===== config.mk =====
export PLATFORM = sky130hd
export DESIGN_NAME = fetch_unit
export DESIGN_NICKNAME = d
export VERILOG_FILES = /design/src/rtl/fetch_unit.sv
export SDC_FILE = /design/constraint.sdc
export NUM_CORES = 1
export LEC_CHECK = 0
export ABC_AREA = 0
export ABC_CLOCK_PERIOD_IN_PS = 2230
export CAP_MARGIN = 30
export CORE_MARGIN = 3
export CORE_UTILIZATION = 30
export CTS_CLUSTER_DIAMETER = 200
export CTS_CLUSTER_SIZE = 28
export DETAILED_ROUTE_END_ITERATION = 16
export GPL_ROUTABILITY_DRIVEN = 0
export HOLD_SLACK_MARGIN = 0.06
export PLACE_DENSITY = 0.59
export SKIP_LAST_GASP = 1
export SLEW_MARGIN = 20
export SYNTH_ARGS = -nofsm -noshare
export SYNTH_HDL_FRONTEND = slang
export SYNTH_SLANG_ARGS = --single-unit

===== constraint.sdc =====
create_clock -name i_clk -period 2.23 [get_ports i_clk]
set_input_delay 0.3345 -clock i_clk [delete_from_list [all_inputs] [get_ports i_clk]]
set_output_delay 0.3345 -clock i_clk [all_outputs]
set_load 0.02 [all_outputs]

===== src/rtl/fetch_unit.sv =====
// fetch_unit: PC sequencer feeding a 2-entry {pc, instr} buffer toward decode,
// with redirect handling that waits out an in-flight cache miss before retargeting.
module fetch_unit #(
  parameter int                XLEN      = 32,
  parameter logic [XLEN-1:0]   RESET_PC  = '0,
  parameter int                BUF_DEPTH = 2
) (
  input  logic            i_clk,
  input  logic            i_rst,
  output logic [XLEN-1:0] o_Addr,
  input  logic [31:0]     i_Data,
  input  logic            i_Stall,
  input  logic            i_Redirect,
  input  logic [XLEN-1:0] i_RedirectPC,
  output logic            o_Valid,
  output logic [31:0]     o_Instr,
  output logic [XLEN-1:0] o_PC,
  input  logic            i_Ready
);
  typedef enum logic {FETCH, DRAIN} state_t;
  localparam logic [1:0] FULL = 2'(BUF_DEPTH);
  state_t          state_q, state_d;
  logic [XLEN-1:0] pc_q, pc_d, pend_q, pend_d, pc0_q, pc0_d, pc1_q, pc1_d;
  logic [31:0]     ins0_q, ins0_d, ins1_q, ins1_d;
  logic [1:0]      cnt_q, cnt_d;
  logic            pop, push, full;
  logic [XLEN-1:0] tgt;
  assign tgt     = i_RedirectPC & ~XLEN'(3);
  assign full    = cnt_q == FULL;
  assign o_Addr  = pc_q;
  assign o_Valid = cnt_q != 2'd0;
  assign o_Instr = ins0_q;
  assign o_PC    = pc0_q;
  assign pop     = o_Valid & i_Ready;
  assign push    = (state_q == FETCH) & ~i_Stall & ~i_Redirect & (~full | pop);
  // Head lives in slot 0; a pop shifts slot 1 down, a push lands in the first free slot after that shift.
  always_comb begin
    state_d = state_q;
    pc_d    = pc_q;
    pend_d  = pend_q;
    cnt_d   = cnt_q;
    pc0_d   = pc0_q;
    ins0_d  = ins0_q;
    pc1_d   = pc1_q;
    ins1_d  = ins1_q;
    if (state_q == FETCH) begin
      if (i_Redirect) begin
        cnt_d   = '0;
        pc_d    = i_Stall ? pc_q : tgt;
        pend_d  = i_Stall ? tgt : pend_q;
        state_d = i_Stall ? DRAIN : FETCH;
      end else begin
        if (pop) begin
          pc0_d  = pc1_q;
          ins0_d = ins1_q;
        end
        if (push) begin
          pc_d = pc_q + XLEN'(4);
          if (cnt_q == 2'd0 || (cnt_q == 2'd1 && pop)) begin
            pc0_d  = pc_q;
            ins0_d = i_Data;
          end else begin
            pc1_d  = pc_q;
            ins1_d = i_Data;
          end
        end
        cnt_d = cnt_q + {1'b0, push} - {1'b0, pop};
      end
    end else begin
      // The refill still targets the old address; the latest redirect wins when it completes.
      pend_d  = i_Redirect ? tgt : pend_q;
      pc_d    = i_Stall ? pc_q : (i_Redirect ? tgt : pend_q);
      state_d = i_Stall ? DRAIN : FETCH;
    end
  end
  always_ff @(posedge i_clk or negedge i_rst) begin
    if (!i_rst) begin
      state_q <= FETCH;
      pc_q    <= RESET_PC;
      pend_q  <= '0;
      cnt_q   <= '0;
      pc0_q   <= '0;
      ins0_q  <= '0;
      pc1_q   <= '0;
      ins1_q  <= '0;
    end else begin
      state_q <= state_d;
      pc_q    <= pc_d;
      pend_q  <= pend_d;
      cnt_q   <= cnt_d;
      pc0_q   <= pc0_d;
      ins0_q  <= ins0_d;
      pc1_q   <= pc1_d;
      ins1_q  <= ins1_d;
    end
  end
endmodule


==> impl_results.md, run 1 <==
* Status: finished clean
* Cell area after placement at 11400 um2
* Critical Path RT at 1900 ps
* H-Tree Depth at 4
* HP Class: in2async
* Largest net degree at the start of global routing at between 70 and 80
* Slowest CP cell: clkdlybuf4s50_1
* Boundary pin count at 166
* Top cells by area, synth: dfrtp_1, mux2_2, mux2i_1
* Relative slew margins at 0.469
* Leak pwr at 4.90 nW
* Crit-path cells: or2_2 -> clkdlybuf4s50_1
* Largest family of logic cells by synthesized area: multiplexers
* Initial antenna violation count at 0
* RSZ-0062 raised after global routing: false
* Post-synth ARST share at 1.00
* Top FF cell, synth: dfrtp_1
* Clk_skew at about 11 ps
* Synth Register Bits at 195
* Flop pwr share at 0.414
* Synthesis Warnings at 0
* Crit path kind: reg2out
* Proportion of synthesized area in mux cells at 0.191
* Post-Synth XOR/XNOR Area at 0.000980
* Vias at 6733
* Fin nets at 1033
* Initial DRC count at 446
* Post-synth top area share at 0.546
* Layout cell share with drive strength beyond 1 at 0.211
* Worst Path Buf+Inv at 1
* Switch Pwr at between 4 and 5 mW
* Drt first pass iters at 7
* Post-cts hold buffer count at 1
* Dpl hpwl at about 17000 um
* Fin Setup TNS at 0 ps
* Netlist area before placement at 8940 um2
* DRC Markers at 0
* Synth area leader: dfrtp_1
* EDFF count, synth at 0
* Fmax at roughly 470 MHz
* Syn Nets at 838
* Die width at roughly 180 um
* Worst Max-Slew Pin Slew at 792 ps
* Crit path launch type: register
* Final Critical Period at 2110 ps
* CTS max path bufs at 2
* Routed wire per std cell at about 18 um
* Post-Synth Simple-Gate Area at 0.0925
* Peak supply drop at 0.000511 V
* Cell Pwr Density at roughly 1100 nW/um2
* Synth Area per Inst at roughly 12 um2
* TritonCTS clock tree: built
* Antenna viol nets, final at 0
* Sequential area share after synthesis at 0.546
* Die Span Y at 179 um
* Final wirelength at 24400 um
* Clock transition at path regs at 70 ps
* Period utilisation layout at 0.946
* N_diodes at 0
* Worst hold margin at approximately 480 ps
* PostCTS Resize Cnt at 0
* Post-layout util at 0.414
* Critical path peak fanout at 6
* Buffers on Ports at between 150 and 200
* Final instance area at 12000 um2
* Worst Path Arrival at 1780 ps
* Initial Util at 0.308
* Layout area overhead at 34.5%
* Comb power frac at 0.355
* Compound-Gate Fraction of Synth Area at 0.129
* Syn Inst Count at 766
* Clock Latency Late Sink at 430 ps
* GR Overflow Total at 0
* Via density at 4.96
* Setup Fix Bufs, Post-CTS at 0
* Vias in the first global route at 6589
* Switching Fraction at 0.333
* Fin. max-slew vios at 0
* Max-cap viol count at 0
* Clk sink count at 195
* Crit-path max cell delay at 570 ps
* Setup-failing EPs final at 0
* # rows at between 60 and 70
* CTS Buf Count at 17
* Total die area at between 30000 and 40000 um2
* Family with the most delay on the worst path: buffers and inverters
* Clock power share at 0.232
* Setup crit end kind: primary output
* Global-route wire length before repair at 38100 um
* Synth cell types at between 60 and 70
* Total track usage at 0.153
* Root Driver: clkbuf_16
* Int Pwr at just under 9 mW
* Synth Area in Adders at 0.00420
* Core Box Area at just under 30000 um2
* Hold Vio Cnt, Final at 0
registers in the layout, indices dropped and copies added, names as in the netlist:
register and flops:
cnt_q 2, ins1_q 32, o_Addr 32, o_Instr 32, o_PC 32, pc1_q 32, pend_q 32, state_q 1
layout by cell type (no fill, tap or decap), types with 6 or more instances in the layout:
master | synthesis | final
a31oi_1 | 9 | 9
and2_1 | 7 | 7
a21oi_1 | 22 | 22
nand3_1 | 10 | 10
o21ai_1 | 7 | 8
clkdlybuf4s50_1 | 0 | 162
buf_12 | 0 | 12
clkbuf_16 | 0 | 17
inv_1 | 6 | 6
a22oi_1 | 11 | 11
a22o_1 | 12 | 12
buf_4 | 6 | 56
nand2_1 | 74 | 74
nor2_1 | 25 | 25
dfrtp_1 | 195 | 195
mux2i_1 | 65 | 65
mux2_2 | 89 | 89
o21ai_0 | 91 | 89
kinds of logic (layout without fill, tap and decap cells):
family / Yosys count / in the layout
flops: 195 / 195
compound gates: 188 / 188
mux: 159 / 159
simple gates: 158 / 158
buf+inv: 62 / 270
fa+ha+maj: 3 / 3
xor+xnor: 1 / 1
path summary, 6_finish.rpt:
| check | cells after the start | slack (ps) | start | end |
|---|---|---|---|---|
| worst max-delay path | 2 | 120 | cnt_q[0] | o_Valid |
| min in group i_clk | 3 | 480 | i_Data[30] | o_Instr[30] |
| worst min-delay path | 2 | 480 | i_rst | o_Instr[6] |
| worst min register to register | 1 | 490 | ins1_q[4] | ins1_q[4] |
| worst max register to register | 6 | 210 | o_Addr[2] | o_Addr[30] |
| max in group asynchronous | 3 | 960 | i_rst | pc1_q[11] |
through the flow:
stage | power, mW | setup slack [ps] | instances
6_report | 13.3 | 120 | 1358
5_1_grt | 14.1 | 12.7 | 1358
4_1_cts | 13.5 | 75.9 | 1358
3_5_place_dp | 10.4 | -113 | 1325
3_3_place_gp | 10.2 | -120 | 1325
2_1_floorplan | 7.98 | -86.0 | 766
layer usage:
metal  wire length [um]  global-route usage  part of all wire
met5                  0                   0                 0
met4                129              0.0266            0.0053
met3               1250              0.0345             0.051
met2              11600               0.253              0.48
met1              11400               0.210              0.47
power by group through the flow:
stage	clock network, mW	registers, mW	logic [mW]
floorplan	0	6.26	1.73
global placement	0	5.53	4.70
detailed placement	0	5.59	4.78
CTS	3.18	5.52	4.79
global route	3.29	5.68	5.11
finish	3.08	5.51	4.72
cell type report:
class | instances | area [um2]
clock buffers | 22 | 484
clock inverters | 10 | 97.6
fillers | 2794 | 17000
inverters | 6 | 22.5
multi-input cells | 509 | 3750
flip-flops and latches | 195 | 4880
well taps | 384 | 480
repair buffers | 232 | 2310
synth_stat cells (9+ instances only):
master    instances
nand2_1          74
o21ai_0          91
dfrtp_1         195
a31oi_1           9
clkbuf_1         20
buf_2            24
nor2_1           25
mux2i_1          65
a22oi_1          11
nand3_1          10
a21oi_1          22
mux2_2           89
a22o_1           12
(Power assumes the default switching activity.)
==> run 2, diff against run 1 <==
--- a/config.mk
+++ b/config.mk
@@ -9,13 +9,13 @@
 export ABC_CLOCK_PERIOD_IN_PS = 2230
 export CAP_MARGIN = 30
 export CORE_MARGIN = 3
-export CORE_UTILIZATION = 30
+export CORE_UTILIZATION = 47
 export CTS_CLUSTER_DIAMETER = 200
 export CTS_CLUSTER_SIZE = 28
 export DETAILED_ROUTE_END_ITERATION = 16
 export GPL_ROUTABILITY_DRIVEN = 0
 export HOLD_SLACK_MARGIN = 0.06
-export PLACE_DENSITY = 0.59
+export PLACE_DENSITY = 0.82
 export SKIP_LAST_GASP = 1
 export SLEW_MARGIN = 20
 export SYNTH_ARGS = -nofsm -noshare
==> run 2 against run 1 <==
Total power increased by 1.2%. Register-to-register slack got worse by 50 ps. Clock skew fell by 0.60 ps. Combinational power is 0.8% lower. Sequential power about the same. Flip-flop and latch count unchanged. Die area down 35%. Fmax increased by 0.83%. Clock power rose by 5%. Final cell count down 12%. Cell area is 1.4% lower. Via count rose by 2.0%.
==> impl_results.md, run 2 (synthesized netlist as in run 1, its figures left out) <==
* Crit path kind: reg2out
* Initial Util at 0.488
* Uppermost layer routed: met4
* CTS Buf Count at 17
* Period utilisation layout at 0.938
* Clk_skew at 10.6 ps
* Fin Setup TNS at 0 ps
* GR Overflow Total at 0
* Highest-count cells in the layout ignoring fill and taps: dfrtp_1, clkdlybuf4s50_1, o21ai_0, mux2_2, nand2_1
* Vias in the first global route at 6947
* Routed wire per std cell at 18.3 um
* Initial antenna violation count at 0
* Layout cell share with drive strength beyond 1 at 0.203
* Cell Pwr Density at 1140 nW/um2
* Sequential cell area at 4880 um2
* Status: finished clean
* FILL cells at 1422
* Crit-path cells: or2_2 -> clkdlybuf4s50_1
* Global-route wire length before repair at between 30000 and 40000 um
* Switch Pwr at 4.35 mW
* CTS max path bufs at 2
* Die width at ~140 um
* Worst Path Arrival at 1760 ps
* Clock transition at path regs at 70 ps
* Core Box Area at 18300 um2
* Fin nets at around 1000
* Switching Fraction at 0.323
* Die Span Y at around 140 um
* # rows at 49
* Clock power share at 0.241
* Met3 wire len at ~1300 um
* Flop pwr share at 0.411
* Final wirelength at 21900 um
* Total track usage at 0.217
* Initial DRC count at 380
* Max-cap viol count at 0
* M1 wire length at 9600 um
* Fin. max-slew vios at 0
* Worst Max-Slew Pin Slew at 514 ps
* Largest net degree at the start of global routing at 60
* H-Tree Depth at 4
* Antenna viol nets, final at 0
* Boundary pin count at roughly 170
* Critical Path RT at 1900 ps
* Final instance area at 11800 um2
* Clock Latency Late Sink at 430 ps
* Cell area after placement at 11200 um2
* Comb power frac at 0.348
* Setup crit end kind: primary output
* TritonCTS clock tree: built
* Int Pwr at 9.11 mW
* Fmax at 478 MHz
* Crit path launch type: register
* Drt first pass iters at 7
* Root Driver: clkbuf_16
* N_diodes at 0
* Critical path peak fanout at 6
* Vias at 6866
* Post-layout util at 0.646
* Met2 WL post-DR at between 10000 and 15000 um
* Commonest non-fill, non-tap cell in the layout: dfrtp_1
* Via density at between 5 and 6
* Clk sink count at 195
* HP Class: in2async
* Worst Path Buf+Inv at 1
* Total die area at just over 20000 um2
* Buffers on Ports at about 160
* Crit-path max cell delay at 550 ps
* Slowest CP cell: clkdlybuf4s50_1
* Hold Vio Cnt, Final at 0
* DRC Markers at 0
* Family with the most delay on the worst path: buffers and inverters
* Layout area overhead at 32.5%
* Dpl hpwl at ~15000 um
* Peak supply drop at 0.000589 V
* Footprint of the multi-input gates at 3750 um2
* RSZ-0062 raised after global routing: false
* Leak pwr at 4.89 nW
* Setup-failing EPs final at 0
* Final Critical Period at approximately 2100 ps
* Relative slew margins at 0.657
[run 2: cell count changes in the layout (fill, tap and decap cells not counted), sizes merged]
| cell | before | now |
|---|---|---|
| clkinvlp | 3 | 1 |
| clkbuf | 23 | 21 |
| bufinv | 1 | 4 |
| clkinv | 4 | 5 |
| buf | 68 | 58 |
[run 2: area by class of cell]
cell class | count | area share
repair buffers | 222 | 0.193
well taps | 229 | 0.0242
inverters | 6 | 0.00190
clock buffers | 20 | 0.0377
flip-flops and latches | 195 | 0.412
clock inverters | 12 | 0.0150
multi-input cells | 509 | 0.317
[run 2: layer usage]
metal,global-route usage,vias up
met3,0.0433,31
met2,0.366,213
li1,-,3171
met5,0,-
met4,0.0595,0
met1,0.287,3451
[run 2: metrics by stage]
| stage | hold slack [ps] | setup slack (ps) | cells | power (mW) |
|---|---|---|---|---|
| 2_1_floorplan | 38.9 | -86.0 | 766 | 7.98 |
| 3_3_place_gp | 358 | -140 | 1160 | 10.1 |
| 3_5_place_dp | 364 | -179 | 1160 | 10.3 |
| 4_1_cts | 470 | 114 | 1193 | 13.6 |
| 5_1_grt | 493 | 3.20 | 1193 | 14.2 |
| 6_report | 458 | 137 | 1193 | 13.5 |
[run 2: power by group through the flow]
stage / Sequential [mW] / Clock [mW] / Combinational (mW)
2_1_floorplan: 6.26 / 0 / 1.73
3_3_place_gp: 5.52 / 0 / 4.57
3_5_place_dp: 5.60 / 0 / 4.71
4_1_cts: 5.54 / 3.31 / 4.73
5_1_grt: 5.70 / 3.46 / 5.07
6_report: 5.54 / 3.24 / 4.68
[run 2: repair_timing]
action,4_1_cts,5_1_grt
setup buffers,0,0
hold endpoints to repair,55,0
setup endpoints to repair,0,1
hold buffers,1,0
gates resized for setup,0,1
[run 2: final timing paths]
path	startpoint	end	slack (ps)	depth (start not counted)
worst max-delay path	cnt_q[0]	o_Valid	140	2
worst min-delay path	i_rst	ins1_q[7]	460	2
worst max register to register	o_Addr[2]	o_Addr[22]	160	7
worst min register to register	ins1_q[6]	ins1_q[6]	490	1
min in group i_clk	ins1_q[6]	ins1_q[6]	490	1
max in group asynchronous	i_rst	pend_q[4]	1160	3
